## config.mk

```make
export PLATFORM = sky130hd
export DESIGN_NAME = ldl_reg_count_mc
export DESIGN_NICKNAME = d
export VERILOG_FILES = /design/src/rtl/ldl_reg_count_mc.sv
export SDC_FILE = /design/constraint.sdc
export NUM_CORES = 1
export LEC_CHECK = 0
export CAP_MARGIN = 0
export CORE_AREA = 2 2 87 89
export DETAILED_ROUTE_END_ITERATION = 8
export DIE_AREA = 0 0 89 91
export PLACE_DENSITY_LB_ADDON = 0.25
export SYNTH_ARGS = -nofsm -noshare
export SYNTH_HDL_FRONTEND = slang
export SYNTH_SLANG_ARGS = --single-unit
```

## constraint.sdc

```tcl
create_clock -name clk -period 3.4 [get_ports clk]
set_input_delay 0.68 -clock clk [delete_from_list [all_inputs] [get_ports clk]]
set_output_delay 0.68 -clock clk [all_outputs]
set_load 0.01 [all_outputs]
```

## src/rtl/ldl_reg_count_mc.sv

```systemverilog
// Multi-channel accumulator bank: one add/sub update, one channel clear and one registered read per cycle.
// Updates land 1 cycle after the request edge; there is no backpressure, every request is accepted or ignored.
module ldl_reg_count_mc #(
  parameter int WIDTH = 8,
  parameter int NCH   = 4,
  parameter int SAT   = 0,
  localparam int CW   = $clog2(NCH)
) (
  input  logic             clk,
  input  logic             rst,
  input  logic             clr,
  input  logic             in_vld,
  input  logic [CW-1:0]    in_ch,
  input  logic             in_dn,
  input  logic [WIDTH-1:0] in_x,
  input  logic             ch_clr,
  input  logic [CW-1:0]    ch_clr_sel,
  input  logic [WIDTH-1:0] thr,
  input  logic             rd_en,
  input  logic [CW-1:0]    rd_ch,
  output logic             rd_vld,
  output logic [WIDTH-1:0] rd_data,
  output logic [NCH-1:0]   ovf,
  output logic [NCH-1:0]   hit
);

  localparam logic [CW:0] NCH_W = (CW+1)'(NCH);

  logic [WIDTH-1:0] acc     [NCH];
  logic [WIDTH-1:0] acc_nxt [NCH];
  logic [NCH-1:0]   ovf_nxt;
  logic [NCH-1:0]   hit_nxt;
  logic             in_ok;
  logic             rd_ok;
  logic [CW-1:0]    upd_ch;
  logic [CW-1:0]    rd_idx;
  logic [WIDTH-1:0] cur;
  logic [WIDTH-1:0] res;
  logic [WIDTH:0]   sum;
  logic [WIDTH:0]   dif;
  logic             flow;

  // Single shared adder: only one channel can be updated per cycle.
  always_comb begin
    in_ok  = in_vld && ({1'b0, in_ch} < NCH_W);
    rd_ok  = {1'b0, rd_ch} < NCH_W;
    upd_ch = in_ok ? in_ch : '0;
    rd_idx = rd_ok ? rd_ch : '0;
    cur    = acc[upd_ch];
    sum    = {1'b0, cur} + {1'b0, in_x};
    dif    = {1'b0, cur} - {1'b0, in_x};
    flow   = in_dn ? dif[WIDTH] : sum[WIDTH];
    if (flow && (SAT != 0)) begin
      res = in_dn ? '0 : '1;
    end else begin
      res = in_dn ? dif[WIDTH-1:0] : sum[WIDTH-1:0];
    end
  end

  // Priority: global clear, then channel clear, then update.
  always_comb begin
    for (int c = 0; c < NCH; c++) begin
      acc_nxt[c] = acc[c];
      ovf_nxt[c] = ovf[c];
      hit_nxt[c] = 1'b0;
      if (clr) begin
        acc_nxt[c] = '0;
        ovf_nxt[c] = 1'b0;
      end else if (ch_clr && (ch_clr_sel == CW'(c))) begin
        acc_nxt[c] = '0;
        ovf_nxt[c] = 1'b0;
      end else if (in_ok && (in_ch == CW'(c))) begin
        acc_nxt[c] = res;
        if (flow) ovf_nxt[c] = 1'b1;
        hit_nxt[c] = (cur < thr) && (res >= thr);
      end
    end
  end

  always_ff @(posedge clk or posedge rst) begin
    if (rst) begin
      for (int c = 0; c < NCH; c++) acc[c] <= '0;
      ovf     <= '0;
      hit     <= '0;
      rd_vld  <= 1'b0;
      rd_data <= '0;
    end else begin
      acc    <= acc_nxt;
      ovf    <= ovf_nxt;
      hit    <= hit_nxt;
      rd_vld <= rd_en;
      // Read samples the pre-update value; out-of-range channels read as zero.
      if (rd_en) rd_data <= rd_ok ? acc[rd_idx] : '0;
    end
  end

endmodule

```

# After elaboration in Yosys (flattened, before gate mapping)
# Cells that the tools add are included.
dict set report word_totals {
  output_inout_bits 17
  elab_cells 94
  register_bits 49
  input_bits 29
}
dict set report op_classes {
  add_sub_neg 2
  order_cmp 4
  reduce_logical 23
  n_eq_ne 6
  n_mux 46
  bitwise 2
}
# op n
set op_table {}
lappend op_table {{8-bit 2-to-1 mux} 17}
lappend op_table {{8-bit binary-select mux with 2-bit select} 2}
lappend op_table {{1-bit 2-to-1 mux} 26}
lappend op_table {{3-bit nonzero test} 8}
lappend op_table {{8-bit by 8-bit adder with 9-bit output} 1}
lappend op_table {{1-bit logical AND} 9}
lappend op_table {{8-bit by 8-bit subtractor with 9-bit output} 1}
lappend op_table {{2-bit equality test (second input constant)} 4}
lappend op_table {{8-bit greater-or-equal comparator} 1}
lappend op_table {{8-bit less-than comparator} 1}
lappend op_table {{2-bit AND reduction} 4}
lappend op_table {{3-bit greater-or-equal comparator (second input constant)} 2}
lappend op_table {{2-bit NOT with 3-bit output} 2}
lappend op_table {{2-bit by 1-bit equality test with 1-bit output (second input constant)} 2}
lappend op_table {{2-bit zero test} 2}
lappend op_table {{2-bit 2-to-1 mux} 1}

# Longest topological paths before layout
dict set report depth {
  depth_word 12
  depth_mapped 20
  depth_no_buf 19
}

# Worst setup path before layout
# OpenSTA, ideal clock, no wires.
dict set report synth_timing {
  path_type {input-to-reg}
  from {in in_ch[0]}
  to {reg hit[0]}
  slack_ps -641
  cell_stages 18
  n_path_buf 3
  arrival_ps 3909
  path_cell_list {buf_2 > buf_2 > mux2i_1 > o21ai_0 > a22o_1 > ha_1 > buf_6 > nor2_2 > nand2_1 > o211a_1 > or4_4 > and2_1 > ha_1 > a211oi_1 > nand2_1 > a211o_1 > o2111ai_1 > nor2_1}
}
dict set report synth_via {
  elab_chain_cells 12
  elab_cells_between_ends 16
  classes_between {add/sub: 2; order compare: 2; mux: 8; bitwise: 1; reduce/logical: 3}
}
# element line
set synth_lines {}
lappend synth_lines {{from (decl)} 13} ;# input logic [CW-1:0] in_ch,
lappend synth_lines {{2-bit 2-to-1 mux} 47} ;# upd_ch = in_ok ? in_ch : '0;
lappend synth_lines {{2-bit NOT with 3-bit output (not written as such)} 49} ;# cur = acc[upd_ch];
lappend synth_lines {{8-bit binary-select mux with 2-bit select} 49}
lappend synth_lines {{8-bit 2-to-1 mux (not written as such) (2 in a row)} 49}
lappend synth_lines {{8-bit by 8-bit adder with 9-bit output or 8-bit by 8-bit subtractor with 9-bit output (tied branches)} {50, 51}}
lappend synth_lines {{8-bit 2-to-1 mux} 56} ;# res = in_dn ? dif[WIDTH-1:0] : sum[WIDTH-1:0];
lappend synth_lines {{8-bit greater-or-equal comparator} 75} ;# hit_nxt[c] = (cur < thr) && (res >= thr);
lappend synth_lines {{1-bit logical AND} 75}
lappend synth_lines {{1-bit 2-to-1 mux *} 72} ;# end else if (in_ok && (in_ch == CW'(c))) begin
lappend synth_lines {{1-bit 2-to-1 mux *} 69} ;# end else if (ch_clr && (ch_clr_sel == CW'(c))) begin
lappend synth_lines {{1-bit 2-to-1 mux *} 66} ;# if (clr) begin
lappend synth_lines {{via hit_nxt[0]} 32} ;# logic [NCH-1:0] hit_nxt;
lappend synth_lines {{to (signal assigned)} 90} ;# hit <= hit_nxt;
lappend synth_lines {{to (decl)} 24} ;# output logic [NCH-1:0] hit
# The timed path passes the listed nets; every way through them passes the cells marked *. The select of a mux whose other input is x is not followed.
# A chain may end at the register's enable or synchronous reset.

# Worst setup path after layout
dict set report layout_timing {
  from {in in_ch[0]}
  to {reg hit[3]}
}
# Same word-level chain as after synthesis.

==> flow_summary.toml <==
[final_layout]
layout_commonest_cell = "buf_4"
final_nets = 550
nFillCells = 543
layout-drive-gt1-share_pct = 32.9
layout_common_cells = "74 x buf_4, 49 x dfrtp_1, 42 x clkdlybuf4s50_1, 31 x nor2_1, 31 x inv_1"
antenna_cells = 0
synthToLayoutAreaGrowth_pct = 44.1

[cts]
clockBufferDepth = 2
clk-insertion-delay-late_ns = 0.31
cts_max_level = 2
cts_sinks = 49
root_buffer = "clkbuf_8"
cts_buffers = 5
cts_tree = "built"
clkSlewWorstSetupHoldPaths_ns = 0.09

[timing]
rsz0062_at_grt = "yes"
finalCriticalPeriod_ns = 3.65
tightest_slew_ns = 0.995
hold_violations = 0
drv_slew = 0
setup_tns_ns = -0.956
fin_ws_ns = -0.246
setup_viol = 4
fmaxAchievable_mhz = 274
fin_crit_sh_pct = 107
slew_headroom_pct = 33.6
finClkSkew_ns = 0.00969
hold_slack_ns = 0.512

[detailed_routing]
drt.antenna.violating_nets = 0
via_count = 3331
initialDrtViolationCount = 215
firstDrtPassIters = 5
drc = 0
drt-total-wl_um = 10000
wire_per_inst_um = 17.1
viasPerCell = 5.66

[critical_path]
cp-startpoint = "in_ch[0]"
cp-start-kind = "input port"
critPathRequiredTime_ns = 3.59
worstPathArrival_ns = 3.84
path_max_fanout = 5
r2r_start = "acc[5]"
crit_path_end_kind = "flip-flop"
critical_path_class = "in -> reg"

[synth]
netlist_instances = 374
synth_adder_area_share_pct = 12.3
synthArstFlopShare_pct = 100
synth-xor-area-share_pct = 1.47
synth_compound_area_share_pct = 19.3
ys_ff_latch = 49
synth-main-ff-cell = "dfrtp_1"
syn_area_um2 = 3480
synthSimpleGateAreaFrac_pct = 14.7
synth_edf_count = 0
ys.warnings.count = 0
yosysUniqueCellTypes = 51
ys_seq_area_share_pct = 35.2
synth_top_family_by_area = "compound AO/OA/AOI/OAI gates"
syn_area_per_cell_um2 = 9.31
synth.area.mux_share_pct = 10.8
syn-num-nets = 436

[place]
place_congestion = 0.973
port_buffers = 45
dp_hpwl_um = 7410

[floorplan]
fp.coreArea_um2 = 7140
io_pins = 46
die_h_um = 91
die_area_um2 = 8100
dieWidth_um = 89
rows = 31
start_util_pct = 48.8

[run]
maxCapViolCount = 0

[global_routing]
antenna_found_initial = 0
grtUsageTotal_pct = 25.3
grt-ovfl-total = 0
grt_pass1_vias = 3292
grt_pass1_wl_um = 16000
grt_max_degree = 50

[run_status]
violations = "negative setup slack"
status = "finished, violations left"

[worst_hold_path]
hp-start = "rd_data[3]"
hold_class = "reg -> reg"

[power_and_ir_drop]
finalPower_uw = 1710
peakVddDrop_v = 0.000168
p_per_area_nw_per_um2 = 342
power.leakage_uw = 0.00225
==> cell usage after synthesis (6+ instances only) <==
library cell	number	area (µm²)
nand2b_1	7	43.8
inv_1	35	131
mux4_2	8	180
a211oi_1	18	135
nor2_1	32	120
o21ai_0	16	80.1
mux2_2	11	124
a21oi_1	26	130
mux2i_1	6	60.1
dfrtp_1	49	1230
nand3_1	17	85.1
buf_2	9	45.0
nand2_1	28	105
o22ai_1	9	56.3
ha_1	31	388
==> power breakdown <==
group / leakage [µW] / internal [µW] / switching, µW
clock: 0.0000585 / 240 / 198
sequential: 0.000672 / 609 / 19.7
combinational: 0.00152 / 333 / 314
==> critical path: stages <==
cell,delay [ns]
buf_8,0.11
buf_6,0.13
mux2_4,0.20
o22ai_4,0.07
a21oi_4,0.24
inv_2,0.07
ha_4,0.17
fa_2,0.41
nor2b_4,0.14
o21ai_1,0.07
nand2b_1,0.11
mux2i_1,0.10
xor2_1,0.26
inv_1,0.10
ha_2,0.18
a211oi_2,0.20
nand2_1,0.09
a211o_1,0.31
o2111ai_4,0.14
nor2_1,0.07
==> logic make-up (layout without fill, tap and decap cells) <==
group                      count (synthesis)  after routing
AOI/OAI and AO/OA                        101            101
xor gates and xnor gates                   5              5
adders and majority gates                 33             33
buffers and inverters                     53            168
DFF                                       49             49
muxes                                     26             26
and+or+nand+nor                          107            107
==> final timing paths <==
path | end | slack (ns) | depth (start not counted)
max | hit[3] | -0.25 | 20
min | rd_data[3] | 0.51 | 1
max reg2reg | hit[3] | -0.03 | 16
min reg2reg | rd_data[3] | 0.51 | 1
max in group asynchronous | ovf[1] | 1.86 | 2
min in group asynchronous | acc[16] | 0.92 | 2
==> stage by stage <==
stage	setup WS, ns	area [µm²]	utilization [%]	cells
6_report	-0.246	5010	70.3	588
5_1_grt	-0.392	5010	70.3	588
4_1_cts	-0.253	4860	68.1	585
3_5_place_dp	-1.22	4520	63.4	567
3_3_place_gp	-1.15	4520	63.4	567
2_1_floorplan	-0.309	3570	-	374
==> repair_timing <==
action,CTS,global route
cloned,1,0
hold buffers,0,0
resized for setup,50,27
setup buffers,9,3
pin swaps,27,20
endpoints found under the setup margin,24,4
==> metal layers <==
| metal | track usage (%) | wire length, µm | vias up | share of wire (%) |
|---|---|---|---|---|
| li1 | - | - | 1566 | - |
| met1 | 34.3 | 4170 | 1611 | 42 |
| met2 | 42.7 | 5170 | 135 | 51 |
| met3 | 2.73 | 498 | 19 | 5.0 |
| met4 | 6.84 | 199 | 0 | 2.0 |
| met5 | 0 | 0 | - | 0 |
==> registers in the layout (all words and copies together), names as in the netlist <==
register	count
acc	32
hit	4
ovf	4
rd_data	8
rd_vld	1
==> area by class of cell <==
class / instances / area, µm² / share of cell area [%]
tap: 99 / 124 / 2.47
clock inverter: 1 / 30.0 / 0.599
inverter: 36 / 143 / 2.84
sequential: 49 / 1230 / 24.5
clock buffer: 7 / 86.3 / 1.72
timing repair buffer: 124 / 1050 / 21.0
multi-input combinational: 272 / 2350 / 47.0
Note: power is estimated with default switching activity, not from simulation.
